[src/rtl/counter_pkg.sv]
// Shared definitions for the up/down modulo counter: FSM state encodings.
package counter_pkg;

  localparam int STATE_W = 2;

  typedef enum logic [STATE_W-1:0] {
    ST_IDLE = 2'b00,
    ST_RUN  = 2'b01,
    ST_SAT  = 2'b10
  } state_e;

endpackage

[src/rtl/bin2gray.sv]
// Binary to reflected Gray code converter (purely combinational).
module bin2gray #(
  parameter int WIDTH = 4
) (
  input  logic [WIDTH-1:0] bin_i,
  output logic [WIDTH-1:0] gray_o
);

  assign gray_o = bin_i ^ (bin_i >> 1);

endmodule

[src/rtl/updown_mod_counter.sv]
// Up/down modulo counter with load, wrap pulse and optional saturation.
// Define GRAY_OUT_EN to add the registered count_gray output.
module updown_mod_counter
  import counter_pkg::*;
#(
  parameter int WIDTH    = 4,
  parameter int MODULO   = 16,
  parameter int SATURATE = 0
) (
  input  logic             clk,
  input  logic             reset,
  input  logic             en,
  input  logic             up_dn,
  input  logic             load,
  input  logic [WIDTH-1:0] load_val,
  output logic [WIDTH-1:0] count,
  output logic             tc,
  output logic             wrap,
  output logic             sat
`ifdef GRAY_OUT_EN
  ,
  output logic [WIDTH-1:0] count_gray
`endif
);

  localparam logic [WIDTH:0] MAX_EXT  = (WIDTH + 1)'(MODULO - 1);
  localparam logic [WIDTH:0] ZERO_EXT = {(WIDTH + 1){1'b0}};
  localparam logic [WIDTH:0] ONE_EXT  = (WIDTH + 1)'(1);

  state_e           state_q, state_d;
  logic [WIDTH-1:0] count_q, count_d;
  logic             wrap_q, wrap_d;
  logic             sat_q, sat_d;

  logic [WIDTH:0]   cnt_ext_s;
  logic [WIDTH:0]   load_ext_s;
  logic [WIDTH:0]   load_clamp_s;
  logic [WIDTH:0]   step_ext_s;
  logic             at_end_s;
  logic [WIDTH-1:0] step_count_s;
  logic             step_wrap_s;
  logic             step_sat_s;

  assign cnt_ext_s    = {1'b0, count_q};
  assign load_ext_s   = {1'b0, load_val};
  assign load_clamp_s = (load_ext_s > MAX_EXT) ? MAX_EXT : load_ext_s;
  assign at_end_s     = up_dn ? (cnt_ext_s == MAX_EXT) : (cnt_ext_s == ZERO_EXT);
  assign step_ext_s   = up_dn ? (cnt_ext_s + ONE_EXT) : (cnt_ext_s - ONE_EXT);

  // Result of one enabled step: ordinary move, wrap to the opposite end, or hold.
  always_comb begin
    step_count_s = WIDTH'(step_ext_s);
    step_wrap_s  = 1'b0;
    step_sat_s   = 1'b0;
    if (at_end_s) begin
      if (SATURATE != 0) begin
        step_count_s = count_q;
        step_sat_s   = 1'b1;
      end else begin
        step_count_s = up_dn ? WIDTH'(ZERO_EXT) : WIDTH'(MAX_EXT);
        step_wrap_s  = 1'b1;
      end
    end else begin
      step_count_s = WIDTH'(step_ext_s);
    end
  end

  // Next-state logic: reset > load > en; any illegal state recovers to IDLE.
  always_comb begin
    state_d = ST_IDLE;
    count_d = count_q;
    wrap_d  = 1'b0;
    sat_d   = 1'b0;
    if (reset) begin
      count_d = {WIDTH{1'b0}};
    end else if (load) begin
      count_d = WIDTH'(load_clamp_s);
    end else begin
      case (state_q)
        ST_IDLE, ST_RUN, ST_SAT: begin
          if (en) begin
            count_d = step_count_s;
            wrap_d  = step_wrap_s;
            sat_d   = step_sat_s;
            state_d = step_sat_s ? ST_SAT : ST_RUN;
          end else begin
            state_d = ST_IDLE;
          end
        end
        default: begin
          state_d = ST_IDLE;
        end
      endcase
    end
  end

  // State and output registers.
  always_ff @(posedge clk) begin
    state_q <= state_d;
    count_q <= count_d;
    wrap_q  <= wrap_d;
    sat_q   <= sat_d;
  end

  assign count = count_q;
  assign wrap  = wrap_q;
  assign sat   = sat_q;
  assign tc    = en & ~load & at_end_s;

`ifdef GRAY_OUT_EN
  logic [WIDTH-1:0] gray_d;
  logic [WIDTH-1:0] gray_q;

  bin2gray #(.WIDTH(WIDTH)) u_bin2gray (
    .bin_i  (count_d),
    .gray_o (gray_d)
  );

  // Gray register tracks count_d so it matches count on the same cycle.
  always_ff @(posedge clk) begin
    gray_q <= gray_d;
  end

  assign count_gray = gray_q;
`endif

endmodule

[config.mk]
export PLATFORM = sky130hd
export DESIGN_NAME = updown_mod_counter
export DESIGN_NICKNAME = d
export VERILOG_FILES = /design/src/rtl/counter_pkg.sv /design/src/rtl/bin2gray.sv /design/src/rtl/updown_mod_counter.sv
export SDC_FILE = /design/constraint.sdc
export NUM_CORES = 1
export LEC_CHECK = 0
export ABC_CLOCK_PERIOD_IN_PS = 2100
export CAP_MARGIN = 20
export CORE_AREA = 2 2 39 41
export DETAILED_ROUTE_END_ITERATION = 8
export DIE_AREA = 0 0 41 43
export DONT_BUFFER_PORTS = 1
export HOLD_SLACK_MARGIN = 0.1
export SLEW_MARGIN = 20
export SYNTH_ARGS = -nofsm -noshare
export SYNTH_HDL_FRONTEND = slang
export SYNTH_SLANG_ARGS = --single-unit
[constraint.sdc]
create_clock -name clk -period 2.1 [get_ports clk]
set_clock_uncertainty 0.1 [all_clocks]
set_input_delay 0.42 -clock clk [delete_from_list [all_inputs] [get_ports clk]]
set_output_delay 0.42 -clock clk [all_outputs]
set_load 0.01 [all_outputs]
==> results.py, run 1 <==
metrics = {
    "cells_and_area": {
        "syn_to_final_growth_pct": 14.14,
        "final_area_um2": 424.2,
        "fillers": 150,
        "final_nets": 61,
        "diodes": 0,
        "final_common_cell": "a21oi_1",
        "layout_common_cells": "a21oi_1, nor2_1, dfxtp_1",
        "drive_above_1_share_pct": 22.92,
    },
    "critical_path": {
        "worst_setup_path_end_kind": "output port",
        "cp.arrival_ns": 1.49,
        "critical_path_class": "flip-flop to output port",
        "cp_max_fo": 6,
        "required_ns": 1.58,
        "r2r_cells": 5,
        "start_kind": "flip-flop",
    },
    "timing": {
        "finalCriticalPeriod_ns": 2.006,
        "rsz0062_at_grt": "no",
        "final_hold_viol_count": 0,
        "setup_slack_ns": 0.09360,
        "fin_hold_ws_ns": 0.1651,
        "fin_crit_sh_pct": 95.54,
        "setup_violations": 0,
        "fmax_mhz": 498.4,
        "final_max_slew_viol_count": 0,
        "finalSetupTns_ns": 0,
    },
    "grt": {
        "grt_pass1_vias": 313,
        "grt_pass1_wl_mm": 1.386,
        "grt_max_degree": 10,
        "overflow": 0,
        "antenna_found_initial": 0,
        "track_usage_pct": 11.97,
    },
    "place": {
        "post-place-ws_ns": 0.2715,
        "gp_congestion": 0.7576,
        "io_buffers": 0,
        "place_area_um2": 394.1,
    },
    "cts": {
        "insertion_delay_ns": 0.23,
        "htreeDepth": 1,
        "postCtsSetupBuffers": 0,
        "cts-buffers-inserted": 3,
        "cts_root_buf": "clkbuf_4",
        "clk_pin_slew_worst_paths_ns": 0.04,
        "cts_sinks": 5,
        "cts_tree": "yes",
        "clk_path_buf_depth": 2,
    },
    "yosys": {
        "syn_avg_cell_area_um2": 8.446,
        "synth_fp_nets": 56,
        "async_reset_ff_share_pct": 0,
        "yosys_warnings": 0,
        "yosysTopAreaCell": "dfxtp_1",
        "synthTopCellsByArea": "dfxtp_1, a21oi_1, xnor2_1",
        "yosys_register_bits": 5,
        "yosys.area.top_type_share_pct": 26.94,
        "syn_area_um2": 371.6,
        "synth_cell_type_count": 24,
        "synth_edf_count": 0,
        "synth_ff_type": "dfxtp_1",
        "synth_cells": 44,
        "synth-seq-area-share_pct": 26.94,
    },
    "job": {
        "maxCapViolCount": 0,
    },
    "floorplan": {
        "core_area_um2": 1384,
        "die_h_um": 43,
        "die_x_um": 41,
        "ioPinCount": 16,
        "start_util_pct": 26.85,
        "die-area_um2": 1763,
        "std_cell_rows": 14,
    },
    "power_and_ir_drop": {
        "power_per_cell_area_nw_per_um2": 710.0,
        "leakage_nw": 0.1777,
        "intPower_uw": 215.4,
        "p_sw_uw": 85.73,
        "power.share.sequential_pct": 37.8,
        "switching_share_pct": 28.47,
        "p_comb_share_pct": 27.0,
        "clkPwrFrac_pct": 35.1,
        "vdd_ir_drop_max_uv": 477.9,
    },
    "routing": {
        "vias": 335,
        "wire_per_inst_um": 12.91,
        "wirelength_um": 826,
        "via_per_inst": 5.234,
        "route.detailed.drc": 0,
        "drtAntennaViolNets": 0,
        "dr.pass1.iters": 3,
        "drt-initial-drc-count": 6,
    },
    "min_path": {
        "min_path_cells": 1,
        "hold_path.class": "input port to flip-flop",
    },
    "status": {
        "outcome": "complete, no violations",
    },
}
## timing repair
action | 4_1_cts | 5_1_grt
gates resized for setup | 0 | 2
hold buffers | 0 | 0
endpoints found under the setup margin | 0 | 1
## power by group through the flow
stage          Sequential [mW]  Combinational, mW  Clock (mW)
2_1_floorplan            0.119             0.0604           0
3_3_place_gp             0.115             0.0783           0
3_5_place_dp             0.115             0.0799           0
4_1_cts                  0.113             0.0809       0.111
5_1_grt                  0.115             0.0921       0.124
6_report                 0.114             0.0814       0.106
## flip-flops by register name, indices dropped and copies added, names as in the netlist
| register | cells |
|---|---|
| wrap | 1 |
| count | 4 |
## routing by layer
layer / global-route usage, % / share of wire [%] / up-vias
li1: - / - / 161
met4: 4.000 / 0 / 0
met5: 0 / 0 / -
met2: 16.56 / 48 / 18
met3: 7.853 / 12 / 0
met1: 14.56 / 40 / 156
## cell families after synthesis
logic type | synth area share (%)
XOR/XNOR | 9.429
flip-flops | 26.94
other | 1.009
buffers and inverters | 5.387
adder cells (fa/ha/maj) | 12.12
AO/OA/AOI/OAI | 18.52
AND/OR/NAND/NOR | 26.60
## synth_stat cells, types with 2 or more instances
| cell type | number |
|---|---|
| xnor2_1 | 3 |
| a21oi_1 | 6 |
| nor3b_1 | 3 |
| o22ai_1 | 2 |
| dfxtp_1 | 5 |
| ha_1 | 2 |
| nor2_1 | 5 |
| inv_1 | 2 |
## cell type report
class	instances	area (um2)	area share (%)
tap	16	20.02	4.720
timing repair buffer	2	15.01	3.540
sequential	5	101.3	23.89
clock buffer	4	26.28	6.195
multi-input combinational	35	254.0	59.88
inverter	2	7.507	1.770
## stage by stage
stage | std cells | utilization [%] | power (mW)
6_report | 64 | 30.65 | 0.3012
5_1_grt | 64 | 30.65 | 0.3314
4_1_cts | 64 | 30.38 | 0.3057
2_1_floorplan | 44 | - | 0.1792
3_5_place_dp | 60 | 28.48 | 0.1950
3_3_place_gp | 60 | 28.48 | 0.1935
## worst paths after layout
| path | startpoint | endpoint | slack (ns) |
|---|---|---|---|
| max | count[1]$_SDFFE_PP0P_ | tc | 0.09 |
| min | reset | count[0]$_SDFFE_PP0P_ | 0.17 |
| max reg2reg | count[1]$_SDFFE_PP0P_ | count[3]$_SDFFE_PP0P_ | 0.43 |
| min reg2reg | count[1]$_SDFFE_PP0P_ | count[1]$_SDFFE_PP0P_ | 0.66 |
## critical path, stage by stage, from the launching register on
cell and delay, ns:
dfxtp_2 0.36, or4_4 0.55, nor2_4 0.11, nor2b_1 0.07, nor2_2 0.16
Note: power is estimated with default switching activity, not from simulation.
==> inputs of run 2 (changes only) <==
--- a/config.mk
+++ b/config.mk
@@ -12,7 +12,6 @@
 export DIE_AREA = 0 0 41 43
 export DONT_BUFFER_PORTS = 1
 export HOLD_SLACK_MARGIN = 0.1
-export SLEW_MARGIN = 20
 export SYNTH_ARGS = -nofsm -noshare
 export SYNTH_HDL_FRONTEND = slang
 export SYNTH_SLANG_ARGS = --single-unit
==> results of run 2 <==
The final DEF is identical to that of run 1; final timing and power are the same.
==> inputs of run 3 (changes only) <==
--- a/config.mk
+++ b/config.mk
@@ -7,11 +7,12 @@
 export LEC_CHECK = 0
 export ABC_CLOCK_PERIOD_IN_PS = 2100
 export CAP_MARGIN = 20
-export CORE_AREA = 2 2 39 41
+export CORE_AREA = 8 8 45 47
 export DETAILED_ROUTE_END_ITERATION = 8
-export DIE_AREA = 0 0 41 43
+export DIE_AREA = 0 0 53 55
 export DONT_BUFFER_PORTS = 1
 export HOLD_SLACK_MARGIN = 0.1
+export MAX_ROUTING_LAYER = met4
 export SYNTH_ARGS = -nofsm -noshare
 export SYNTH_HDL_FRONTEND = slang
 export SYNTH_SLANG_ARGS = --single-unit
==> run 3 against run 2 <==
  * Cell count unchanged
  * Clock-buffer cell count unchanged
  * Global-route usage decreased by 4.5 points
  * Sequential share of layout area unchanged
  * Worst hold slack got worse by 0.017 ns
  * Routed wire length increased by 15%
  * Final area unchanged
  * Via count increased by 5.4%
==> results.py, run 3 (synthesized netlist as in run 1, its figures left out) <==
metrics = {
    "status": {
        "outcome": "complete, no violations",
    },
    "routing": {
        "drt-initial-drc-count": 7,
        "drtAntennaViolNets": 0,
        "wirelength_um": 948,
        "route.detailed.drc": 0,
        "vias": 353,
        "via_per_inst": 5.516,
        "wire_per_inst_um": 14.81,
        "dr.pass1.iters": 4,
    },
    "cts": {
        "cts_tree": "yes",
        "htreeDepth": 1,
        "clk_path_buf_depth": 2,
        "postCtsSetupBuffers": 0,
        "cts_root_buf": "clkbuf_4",
        "cts_sinks": 5,
        "clk_pin_slew_worst_paths_ns": 0.04,
        "insertion_delay_ns": 0.24,
        "cts-buffers-inserted": 3,
    },
    "cells_and_area": {
        "drive_above_1_share_pct": 22.92,
        "final_common_cell": "a21oi_1",
        "final_nets": 61,
        "syn_to_final_growth_pct": 14.14,
        "diodes": 0,
        "multi_input_area_um2": 254.0,
        "fillers": 146,
        "layout_common_cells": "a21oi_1, nor2_1, dfxtp_1",
        "largest_register_ffs": 4,
        "area.sequential_um2": 101.3,
        "final_area_um2": 424.2,
    },
    "power_and_ir_drop": {
        "power_per_cell_area_nw_per_um2": 725.0,
        "vdd_ir_drop_max_uv": 283.1,
        "leakage_nw": 0.1777,
        "switching_share_pct": 29.73,
        "power.share.sequential_pct": 37.9,
        "p_sw_uw": 91.42,
        "p_comb_share_pct": 26.3,
        "clkPwrFrac_pct": 35.8,
        "intPower_uw": 216.1,
    },
    "timing": {
        "finalCriticalPeriod_ns": 2.032,
        "fmax_mhz": 492.0,
        "fin_crit_sh_pct": 96.78,
        "finalSetupTns_ns": 0,
        "setup_slack_ns": 0.06758,
        "setup_violations": 0,
        "final_max_slew_viol_count": 0,
        "rsz0062_at_grt": "no",
        "final_hold_viol_count": 0,
        "fin_hold_ws_ns": 0.1485,
    },
    "grt": {
        "grt_pass1_vias": 360,
        "grt_max_degree": 10,
        "track_usage_pct": 7.437,
        "antenna_found_initial": 0,
        "overflow": 0,
        "grt_pass1_wl_mm": 1.490,
    },
    "floorplan": {
        "start_util_pct": 26.85,
        "die_x_um": 53,
        "core_area_um2": 1384,
        "die_h_um": 55,
        "die-area_um2": 2915,
        "std_cell_rows": 14,
        "ioPinCount": 16,
    },
    "critical_path": {
        "required_ns": 1.58,
        "slowest_delay_ns": 0.53,
        "cp_max_fo": 5,
        "critical_path_class": "flip-flop to output port",
        "r2r-end": "count[3]$_SDFFE_PP0P_",
        "worst_setup_path_end_kind": "output port",
        "r2r-start": "count[1]$_SDFFE_PP0P_",
        "cp_slowest_cell": "or4_4",
        "start_kind": "flip-flop",
        "cp.arrival_ns": 1.51,
        "cp.depth": 4,
        "r2r_slack_ns": 0.45,
        "path_buf_inv": 0,
        "crit_chain": "or4_4 > nor2_4 > nor2b_1 > nor2_2",
        "r2r_cells": 5,
        "path_delay_family": "simple AND/OR/NAND/NOR gates",
        "crit_path_start": "count[2]$_SDFFE_PP0P_",
        "crit_end": "tc",
    },
    "place": {
        "gp_congestion": 0.7839,
        "post-place-ws_ns": 0.2484,
        "place_area_um2": 394.1,
        "place_hpwl_um": 761,
        "io_buffers": 0,
    },
    "job": {
        "maxCapViolCount": 0,
    },
    "min_path": {
        "hold_path.class": "input port to flip-flop",
    },
}
==> run 3: metrics by stage <==
stage | utilization (%) | cells | total power [mW]
4_1_cts | 30.56 | 64 | 0.3120
3_3_place_gp | 28.48 | 60 | 0.1944
2_1_floorplan | - | 44 | 0.1792
5_1_grt | 30.65 | 64 | 0.3296
3_5_place_dp | 28.48 | 60 | 0.1965
6_report | 30.65 | 64 | 0.3075
==> run 3: layout make-up <==
cell class	instances	share of cell area [%]
inverter	2	1.770
multi-input combinational	35	59.88
tap	16	4.720
timing repair buffer	2	3.540
sequential	5	23.89
clock buffer	4	6.195
==> run 3: how the worst min path moves through the flow <==
| stage | endpoint | cells past startpoint | start |
|---|---|---|---|
| 2_1_floorplan | count[0]$_SDFFE_PP0P_ | 1 | reset |
| 3_3_place_gp | count[0]$_SDFFE_PP0P_ | 1 | reset |
| 6_report | count[0]$_SDFFE_PP0P_ | 1 | reset |
| 5_1_grt | count[0]$_SDFFE_PP0P_ | 1 | reset |
| 4_1_cts | count[0]$_SDFFE_PP0P_ | 1 | reset |
| 3_5_place_dp | count[0]$_SDFFE_PP0P_ | 1 | reset |
==> run 3: routing by layer <==
metal | GRT usage, % | share of wire, % | vias up
li1 | - | - | 161
met1 | 7.002 | 40 | 169
met2 | 11.33 | 48 | 18
met3 | 3.476 | 8.9 | 5
met4 | 6.466 | 3.0 | 0
met5 | - | 0 | -
==> run 3: power groups by stage <==
stage	Combinational, mW	Sequential, mW	Clock, mW
after floorplan	0.0604	0.119	0
after global placement	0.0767	0.118	0
after detailed placement	0.0785	0.118	0
after CTS	0.0799	0.116	0.116
after global routing	0.0883	0.118	0.124
final	0.0810	0.117	0.110
==> run 3: timing repair <==
item                                    CTS  global route
hold buffers                              0             0
endpoints found under the setup margin    1             1
gates resized for setup                   1             1
==> RTL edit 1: new RTL, config.mk and constraints of run 1 <==
Register the output `count` once more, without a reset; this adds one clock of latency there. The other outputs are not delayed to match. Comments in the files are not updated.
--- a/src/rtl/updown_mod_counter.sv
+++ b/src/rtl/updown_mod_counter.sv
@@ -104,3 +104,5 @@
 
-  assign count = count_q;
+  always_ff @(posedge clk) begin
+    count <= count_q;
+  end
   assign wrap  = wrap_q;
Behaviour: not the same (a bounded check fails within 4 cycles, from zero or initial values and one cycle with reset high).
==> RTL edit 1 against run 1 <==
Non-clock buffer count decreased by 2. Sequential cell count increased by 4. Sequential power increased by 89%. Register-to-register slack improved by 230 ps. Power increased by 37%. Cell area increased by 17%. Synthesized area increased by 22%. Routed wire length decreased by 0.48%. Worst setup slack got worse by 6.6 ps. Largest cell class unchanged. Largest power group unchanged.
==> RTL edit 1: results (changes against run 1) <==
metric,value,unit,change
worst r2r src,count_q[3],,was count[1]
status,finished clean,,unchanged
routed wl met2,409,um,was 396 um
"Cell Area, Synth",454.2,um2,was 371.6 um2
R2R Setup Slk,660,ps,was 430 ps
Netlist cell types,25,,was 24
Max stage delay on crit path,520,ps,was 550 ps
GR Util met3,4.712,%,was 7.853%
Fill cells,143,,was 150
FFs & Latches,9,,was 5
Reg-to-Reg End,count_q[1],,was count[3]
number of signal-net buffers in the layout,0,,was 2
P_leak,0.1945,nW,was 0.1777 nW
GRT Util Overall,10.84,%,was 11.97%
global-route wire length before repair,1242,um,was 1386 um
Hold Path Sink,count_q[0],,was count[0]
vias,343,,was 335
Peak Freq,0.4968,GHz,was 0.4984 GHz
routed len/inst,12.45,um,was 12.91 um
Clock transition at path regs,60,ps,was 40 ps
ClkCell Share,5.276,%,was 6.195%
peak supply drop,0.2073,mV,was 0.4779 mV
met3 WL,89,um,was 97 um
syn nets,60,,was 56
Pre-antenna DRT Iters,4,,was 3
Layout Cells excl Fill,66,,was 64
number of global-route vias before repair,293,,was 313
PD cells,826.1,nW/um2,was 710.0 nW/um2
Post-Place Cell Area,459.2,um2,was 394.1 um2
clock latency on the worst-skew pair,250,ps,was 230 ps
Data buffer area share,0,%,was 3.540%
GP Congestion,0.6928,,was 0.7576
"Seq/Total Area, Yosys",39.67,%,was 26.94%
met1 global-route usage,12.54,%,was 14.56%
share of layout cells above drive strength 1,22.00,%,was 22.92%
Post-synth top cells,"dfxtp_1 (9), a21oi_1 (7)",,"was a21oi_1 (6), dfxtp_1 (5), nor2_1 (5)"
Mapped Cells,48,,was 44
Metal-1 WL,323,um,was 332 um
Reg area,181.4,um2,was 101.3 um2
-- RTL edit 1: cell types whose count changed in the layout (fill, tap and decap cells not counted), sizes merged --
cell | before | now
xor2 | 1 | 2
nor2 | 6 | 3
dfxtp | 5 | 9
xnor2 | 3 | 2
a311o | 1 | 0
a211oi | 0 | 1
buf | 2 | 0
nor3 | 1 | 2
o21ai | 0 | 2
nor3b | 3 | 2
nand2 | 0 | 1
-- RTL edit 1: worst register-to-register path, cell delays in order, from the launching register on --
cell and delay, ps:
dfxtp_1 460, and3_2 220, nand3_1 220, a21oi_1 230
o22ai_1 100
-- RTL edit 1: kinds of logic (layout without fill, tap and decap cells) --
kind of cell	after synthesis	in the layout	share of synthesized area [%]
AND/OR/NAND/NOR	14	14	19.84
AO/OA/AOI/OAI	13	13	17.08
flip-flops	9	9	39.67
XOR/XNOR	4	4	7.715
buffers and inverters	4	6	4.956
adder cells (fa/ha/maj)	3	3	9.917
other	1	1	0.8257
-- RTL edit 1: how the worst max path moves through the flow --
stage                     depth (start not counted)  startpoint  to
after floorplan                                   4  count_q[1]  tc
after global placement                            4  count_q[1]  tc
after detailed placement                          4  count_q[1]  tc
after CTS                                         4  count_q[1]  tc
after global routing                              4  count_q[0]  tc
final                                             4  count_q[0]  tc
-- RTL edit 1: where the power goes --
group	switching, mW	leakage (nW)	internal (mW)	total (mW)
sequential	0.0242	0.0750	0.190	0.215
combinational	0.0322	0.105	0.0362	0.0684
clock	0.0555	0.0150	0.0729	0.128
total	0.112	0.195	0.299	0.411
-- RTL edit 1: what timing repair did --
item                                    in CTS  in global routing
buffers inserted                             0                  0
gates resized for setup                      1                  2
endpoints found under the setup margin       1                  1
==> RTL edit 2: new RTL, settings of run 1 <==
Made on the original files. The parameter `WIDTH` goes from 4 to 5.
--- a/src/rtl/updown_mod_counter.sv
+++ b/src/rtl/updown_mod_counter.sv
@@ -5,3 +5,3 @@
 #(
-  parameter int WIDTH    = 4,
+  parameter int WIDTH    = 5,
   parameter int MODULO   = 16,
Interface: changed (resized count and load_val); port bits go from 16 to 18. The function was not compared with the original's and may differ.
==> RTL edit 2 against run 1 <==
The run now ends with negative setup slack left. Register-to-register slack worse by 150 ps. Hold slack got worse by 15 ps. Cell area increased by 33%. Sequential share of layout area is 2.3 points lower. Core utilization grew 10 points. Routed wire length grew 38%. Power up 24%. Worst setup slack worse by 120 ps. Sequential cell count grew 1. Synthesized area increased by 34%. Largest power group unchanged.
==> RTL edit 2: results (changes against run 1) <==
metric,value,unit,change
status,finished with violations,,was finished clean
failing checks,negative setup slack,,
worst hold stages,1,,unchanged
# nets final,84,,was 61
Root Buffer Master,clkbuf_4,,unchanged
Setup crit start,count[3],,was count[1]
Mapped Cells,63,,was 44
Max stage delay on crit path,530,ps,was 550 ps
final setup vio count,1,,was 0
"Slowest-stage cell, CP",or4_4,,unchanged
Clock transition at path regs,40,ps,about the same
P_leak,0.2399,nW,was 0.1777 nW
Antenna Cells,0,,unchanged
share of layout cells above drive strength 1,19.12,%,was 22.92%
Placed Instances,80,,was 60
number of global-route vias before repair,405,,was 313
Post-synth top cells,"dfxtp_1 (6), nor2_1 (6), o21ai_0 (6)",,"was a21oi_1 (6), dfxtp_1 (5), nor2_1 (5)"
initial antenna violation count,0,,unchanged
Largest register FFs,5,,was 4
Fill cells,144,,was 150
R2R Setup Slk,280,ps,was 430 ps
vias per inst,5.464,,was 5.234
clock latency on the worst-skew pair,240,ps,
Setup WS pre-CTS,210.8,ps,was 271.5 ps
arrival time at the worst endpoint,1600,ps,was 1490 ps
peak supply drop,0.3322,mV,was 0.4779 mV
Synth warnings,0,,unchanged
worst r2r src,count[0],,was count[1]
hold path start,reset,,unchanged
GRT Util Overall,15.09,%,was 11.97%
Reg-to-Reg End,count[4],,was count[3]
ranking of synthesized cells by area,"dfxtp_1 (24%), ha_1 (7.5%), mux2i_1 (6.0%)",,"was dfxtp_1 (27%), a21oi_1 (8.1%), xnor2_1 (7.1%)"
# H-tree levels,1,,unchanged
routed len/inst,13.60,um,was 12.91 um
syn nets,77,,was 56
critical path peak fanout,2,,was 6
"Gates resized, CTS repair",0,,unchanged
CP Capture Point,tc,,unchanged
"Seq/Total Area, Yosys",24.12,%,was 26.94%
GP Congestion,0.8233,,was 0.7576
Total Routed Length,1142,um,was 826 um
postcts setup bufs,1,,was 0
global-route wire length before repair,1731,um,was 1386 um
worst setup margin,-23.33,ps,was 93.60 ps
TritonCTS buffer count,3,,unchanged
DRT iter0 DRCs,3,,was 6
largest net degree at the start of global routing,14,,was 10
Pre-antenna DRT Iters,4,,was 3
ys flop type,dfxtp_1,,unchanged
Netlist cell types,28,,was 24
hpwl dp,900.9,um,
FF-to-FF path depth,6,,was 5
==> RTL edit 2: cell count changes in the layout (fill, tap and decap cells not counted), sizes merged, moves of 3 or more <==
| cell | before | now |
|---|---|---|
| inv | 2 | 5 |
| mux2i | 0 | 3 |
| nand2b | 1 | 4 |
| a21oi | 7 | 4 |
| nand2 | 0 | 4 |
| o21ai | 0 | 6 |
| buf | 2 | 5 |
| xnor2 | 3 | 0 |
==> RTL edit 2: final cells by class <==
cell class	count	share of cell area [%]
Multi-Input combinational cell	49	60.89
Sequential cell	6	21.56
Timing Repair Buffer	5	6.667
Clock buffer	3	4.000
Tap cell	16	3.556
Inverter	5	3.333
==> RTL edit 2: stage by stage <==
step | hold slack [ps] | TNS, ps | instance area, um2
2_1_floorplan | 392.8 | 0 | 498.0
3_3_place_gp | 395.6 | 0 | 531.8
3_5_place_dp | 398.3 | 0 | 531.8
4_1_cts | 142.7 | -26.22 | 561.8
5_1_grt | 140.8 | -126.0 | 563.0
6_report | 150.2 | -23.33 | 563.0
==> RTL edit 2: layer usage <==
metal	part of all wire (%)	track usage, %	routed length [um]
met5	0	0	0
met4	1.8	14.00	21
met3	5.6	2.618	64
met2	47	20.63	536
met1	46	18.77	521
==> RTL edit 2: power by group <==
group	total, mW	switching (mW)	internal (mW)
clock network	0.102	0.0380	0.0644
logic	0.134	0.0677	0.0663
registers	0.137	0.00976	0.127
==> RTL edit 2: cell families (layout without fill, tap and decap cells) <==
kind of cell               Yosys count  count (layout)  synth area share (%)
adders and majority gates            4               4                 11.56
other                                1               1                0.7530
buffers and inverters                8              13                 7.034
muxes                                3               3                 6.030
xor gates and xnor gates             2               2                 3.518
DFF                                  6               6                 24.12
AOI/OAI and AO/OA                   18              18                 21.86
and+or+nand+nor                     21              21                 25.13
